[src/rtl/bcd_pkg.sv]
// Shared definitions for the sequential binary-to-BCD converter.
package bcd_pkg;

  typedef enum logic {ST_IDLE = 1'b0, ST_SHIFT = 1'b1} state_t;

  localparam int BCD_DIGIT_W = 4;
  localparam logic [3:0] ADD3_THRESH = 4'd5;

  function automatic int clog2(input int value);
    int r;
    int p;
    r = 0;
    p = 1;
    while (p < value) begin
      p = p * 2;
      r = r + 1;
    end
    return r;
  endfunction

endpackage

[src/rtl/bcd_add3.sv]
// Shift-add-3 correction cell: digits of 5 and above get +3 before the next shift.
module bcd_add3
  import bcd_pkg::*;
(
  input  logic [BCD_DIGIT_W-1:0] digit,
  output logic [BCD_DIGIT_W-1:0] result
);

  assign result = (digit >= ADD3_THRESH) ? digit + 4'd3 : digit;

endmodule

[src/rtl/seq_bin_to_bcd.sv]
// Sequential binary-to-BCD converter, one input bit per clock, with optional
// two's-complement input, start/busy/done handshake and overflow detection.
module seq_bin_to_bcd
  import bcd_pkg::*;
#(
  parameter int BIN_W  = 16,
  parameter int DIGITS = 5,
  parameter bit SIGNED = 1'b1
) (
  input  logic                          clk,
  input  logic                          rst,
  input  logic                          start,
  input  logic [BIN_W-1:0]              bin_in,
  output logic                          busy,
  output logic                          done,
  output logic [BCD_DIGIT_W*DIGITS-1:0] bcd_out,
  output logic                          sign_out,
  output logic                          overflow
);

  localparam int BCD_W = BCD_DIGIT_W * DIGITS;
  localparam int CNT_W = clog2(BIN_W + 1);
  localparam logic [CNT_W-1:0] LAST_ITER = CNT_W'(BIN_W - 1);

  state_t           state;
  logic [CNT_W-1:0] cnt;
  logic [BCD_W-1:0] bcd_w;
  logic [BCD_W-1:0] bcd_adj;
  logic [BCD_W-1:0] bcd_shift;
  logic [BIN_W-1:0] mag;
  logic [BIN_W-1:0] mag_shift;
  logic [BIN_W-1:0] neg_in;
  logic             is_neg;
  logic             sign_w;
  logic             ovf_w;
  logic             ovf_next;

  for (genvar k = 0; k < DIGITS; k++) begin : g_add3
    bcd_add3 u_add3 (
      .digit  (bcd_w[BCD_DIGIT_W*k +: BCD_DIGIT_W]),
      .result (bcd_adj[BCD_DIGIT_W*k +: BCD_DIGIT_W])
    );
  end

  // The most negative input negates to itself, which read as unsigned is the correct magnitude.
  assign is_neg    = SIGNED && bin_in[BIN_W-1];
  assign neg_in    = ~bin_in + BIN_W'(1);
  assign bcd_shift = {bcd_adj[BCD_W-2:0], mag[BIN_W-1]};
  assign mag_shift = {mag[BIN_W-2:0], 1'b0};
  assign ovf_next  = ovf_w | bcd_adj[BCD_W-1];

  always_ff @(posedge clk or posedge rst) begin
    if (rst) begin
      state    <= ST_IDLE;
      cnt      <= '0;
      bcd_w    <= '0;
      mag      <= '0;
      sign_w   <= 1'b0;
      ovf_w    <= 1'b0;
      busy     <= 1'b0;
      done     <= 1'b0;
      bcd_out  <= '0;
      sign_out <= 1'b0;
      overflow <= 1'b0;
    end else begin
      done <= 1'b0;
      case (state)
        ST_IDLE: begin
          if (start) begin
            mag    <= is_neg ? neg_in : bin_in;
            sign_w <= is_neg;
            bcd_w  <= '0;
            ovf_w  <= 1'b0;
            cnt    <= '0;
            busy   <= 1'b1;
            state  <= ST_SHIFT;
          end
        end
        ST_SHIFT: begin
          bcd_w <= bcd_shift;
          mag   <= mag_shift;
          ovf_w <= ovf_next;
          cnt   <= cnt + CNT_W'(1);
          if (cnt == LAST_ITER) begin
            bcd_out  <= bcd_shift;
            sign_out <= sign_w;
            overflow <= ovf_next;
            done     <= 1'b1;
            busy     <= 1'b0;
            state    <= ST_IDLE;
          end
        end
        default: state <= ST_IDLE;
      endcase
    end
  end

endmodule
[config.mk]
export PLATFORM = sky130hd
export DESIGN_NAME = seq_bin_to_bcd
export DESIGN_NICKNAME = d
export VERILOG_FILES = /design/src/rtl/bcd_pkg.sv /design/src/rtl/bcd_add3.sv /design/src/rtl/seq_bin_to_bcd.sv
export SDC_FILE = /design/constraint.sdc
export NUM_CORES = 1
export LEC_CHECK = 0
export ABC_AREA = 0
export CAP_MARGIN = 20
export CORE_UTILIZATION = 50
export DETAILED_ROUTE_END_ITERATION = 6
export PLACE_DENSITY = 0.73
export SLEW_MARGIN = 5
export SYNTH_ARGS = -nofsm -noshare
export SYNTH_HDL_FRONTEND = slang
export SYNTH_SLANG_ARGS = --single-unit
[constraint.sdc]
create_clock -name clk -period 4.7 [get_ports clk]
set_input_delay 1.41 -clock clk [delete_from_list [all_inputs] [get_ports clk]]
set_output_delay 1.41 -clock clk [all_outputs]
set_load 0.05 [all_outputs]
==> reports/results.ini <==
[clock_network]
clockBufferDepth=2
hold_buffers=0
cts-resized-gates=0
clock_sinks=68
cts.clk_slew.worst_paths_ns=0.07
cts_setup_buffers=0
cts_buffers=9
root_buffer=clkbuf_8
cts_tree=done
clock_latency_ns=0.33
h-tree-depth=3

[synth]
synthArstFlopShare_pct=100
synth_area_um2=3600
synth_cell_type_count=43
synth_nets=397
yosysTopAreaCell=dfrtp_1
synthTopCellsByCount=dfrtp_1, nand2_1, a21oi_1
netlist.area_leader.share_pct=47.2
synth.avg_cell_area_um2=9.87
ys_ff_latch=68
ys.flop_type=dfrtp_1
synth_edf_count=0
yosysSeqAreaShare_pct=47.2
ys_warn_count=0
synthesis.instances=365
synth_area_leaders=dfrtp_1, ha_1, a21oi_1, o21ai_0, mux2_2
yosys.cell_count.top_type=dfrtp_1

[routing]
dr.pass1.iters=4
initialDrtViolationCount=154
via_per_inst=5.44
detail_route.wirelength_um=6870
ant_nets=0
drc=0
wire_per_inst_um=13.6
vias=2745

[power]
p_per_area_nw_per_um2=658
power_uw=2790
p_leak_uw=0.00195
vdd_ir_drop_max_mv=0.197

[timing]
fin_skew_ns=0.00984
hold_viol_final=0
rsz0062_at_grt=false
finalSetupTns_ns=0
slew_headroom_pct=46.9
finalMaxSlewViolations=0
tightest_slew_ns=0.796
finalCritPeriodShare_pct=65.4
setup_ws_ns=1.63
fin_hold_ws_ns=0.475
setup_violations=0
fmax_mhz=325
period_minus_slack_ns=3.07

[final_layout]
synthToLayoutAreaGrowth_pct=17.8
drive_gt1_share_pct=9.05
final_util_pct=61.8
nNetsFinal=436
num_antenna_cells=0

[grt]
grt_remaining_overflow=0
track_usage_pct=20.3
antenna_found_initial=0
grt_pass1_wl_um=11900
grt_pass1_vias=2563
grt_max_degree=56

[setup_path]
arrival_ns=3.28
start_kind=input port
path_cells=clkdlybuf4s50_1 > inv_1 > ha_1 > or4b_4 > o41ai_2 > xor2_1 > o21ai_1
slowest_stage=or4b_4
criticalPathCategory=input port to flip-flop
critPathCaptureType=flip-flop
crit_required_ns=4.90
max_stage_delay_ns=0.51
r2r-start=cnt[0]
crit_start=bin_in[0]
cp_max_fo=5

[run]
maxCapViolations=0

[floorplan]
io_pins=43
initial_core_util_pct=52.5
die-area_um2=7550
fp.dieH_um=86.9
rows=30
coreArea_um2=6870
die_w_um=86.9

[placement]
pre_cts_ws_ns=1.28
dp_hpwl_um=4710
io_buffers=42
gp_congestion=0.806

[min_path]
min-delay-start=sign_w
hold_path_class=flip-flop to flip-flop

[run_status]
outcome=finished, final reports clean

==> final timing paths <==
| check | end | slack, ns | cells after the start |
|---|---|---|---|
| setup / recovery | mag[12] | 1.63 | 7 |
| hold / removal | sign_w | 0.47 | 2 |
| setup reg to reg | bcd_out[14] | 2.19 | 6 |
| hold reg to reg | sign_w | 0.47 | 2 |
| max in group asynchronous | mag[14] | 2.52 | 3 |
| min in group asynchronous | bcd_w[7] | 1.45 | 2 |
==> stage by stage <==
stage	std cells	cell area, um^2
after detailed placement	489	4070
final	505	4250
after global routing	505	4250
after floorplan	365	3600
after CTS	505	4250
after global placement	489	4070
==> area by class of cell <==
cell class | count | area, um^2
inverter | 18 | 67.6
clock inverter | 1 | 5.00
tap | 96 | 120
fill | 611 | 2620
multi-input combinational | 261 | 1730
timing repair buffer | 46 | 450
clock buffer | 15 | 176
sequential | 68 | 1700
==> layer usage <==
metal | global-route usage (%) | vias to the layer above | share of wire, %
li1 | - | 1366 | -
met1 | 26.4 | 1322 | 46
met2 | 33.8 | 53 | 49
met3 | 2.84 | 4 | 3.2
met4 | 9.39 | 0 | 1.1
met5 | 0 | - | 0
==> state kept, by name (all words and copies together), names as in the netlist <==
signal    flops
sign_w        1
ovf_w         1
sign_out      1
cnt           5
busy          1
bcd_w        20
state         1
bcd_out      20
done          1
mag          16
overflow      1
==> cells in the final DEF, fill, tap and decap left out, types with 2 or more instances in the layout <==
cell type / instances
nor3_1: 8
clkbuf_8: 12
ha_1: 13
a21oi_1: 30
o2111ai_1: 2
nor3b_1: 8
clkbuf_1: 3
xor2_1: 5
xnor2_1: 9
o31ai_1: 6
nand2_1: 33
clkdlybuf4s50_1: 42
a21o_1: 14
and2_1: 4
or3_1: 4
or2_2: 2
inv_1: 17
o21ai_1: 2
dfrtp_1: 68
nand3b_1: 3
a21boi_0: 3
mux2_2: 12
mux2i_1: 9
buf_4: 4
nor2_1: 17
and3_1: 14
nand2b_1: 8
nand3_1: 3
a211oi_1: 2
o21ai_0: 29
or4_1: 3
o22ai_1: 5
a22o_1: 4
==> critical path, delay by kind of cell <==
kind | cells | cell delay, ns
simple gates | 1 | 0.51
fa+ha+maj | 1 | 0.17
buf+inv | 2 | 0.55
compound gates | 2 | 0.45
xor+xnor | 1 | 0.18
==> power by group <==
part           leakage (uW)  internal (uW)  switching (uW)  total [uW]
Sequential         0.000865            834             165         999
Clock             0.0000937            235             204         439
Combinational      0.000992            568             787        1350
Total               0.00195           1640            1160        2790
==> cell families after synthesis <==
logic type	Yosys count	share of synthesized area, %
simple gates	112	16.5
mux	21	6.25
flops	68	47.2
compound gates	101	17.2
fa+ha+maj	13	4.51
buf+inv	36	4.90
xor+xnor	14	3.40
Note: power is estimated with default switching activity, not from simulation.
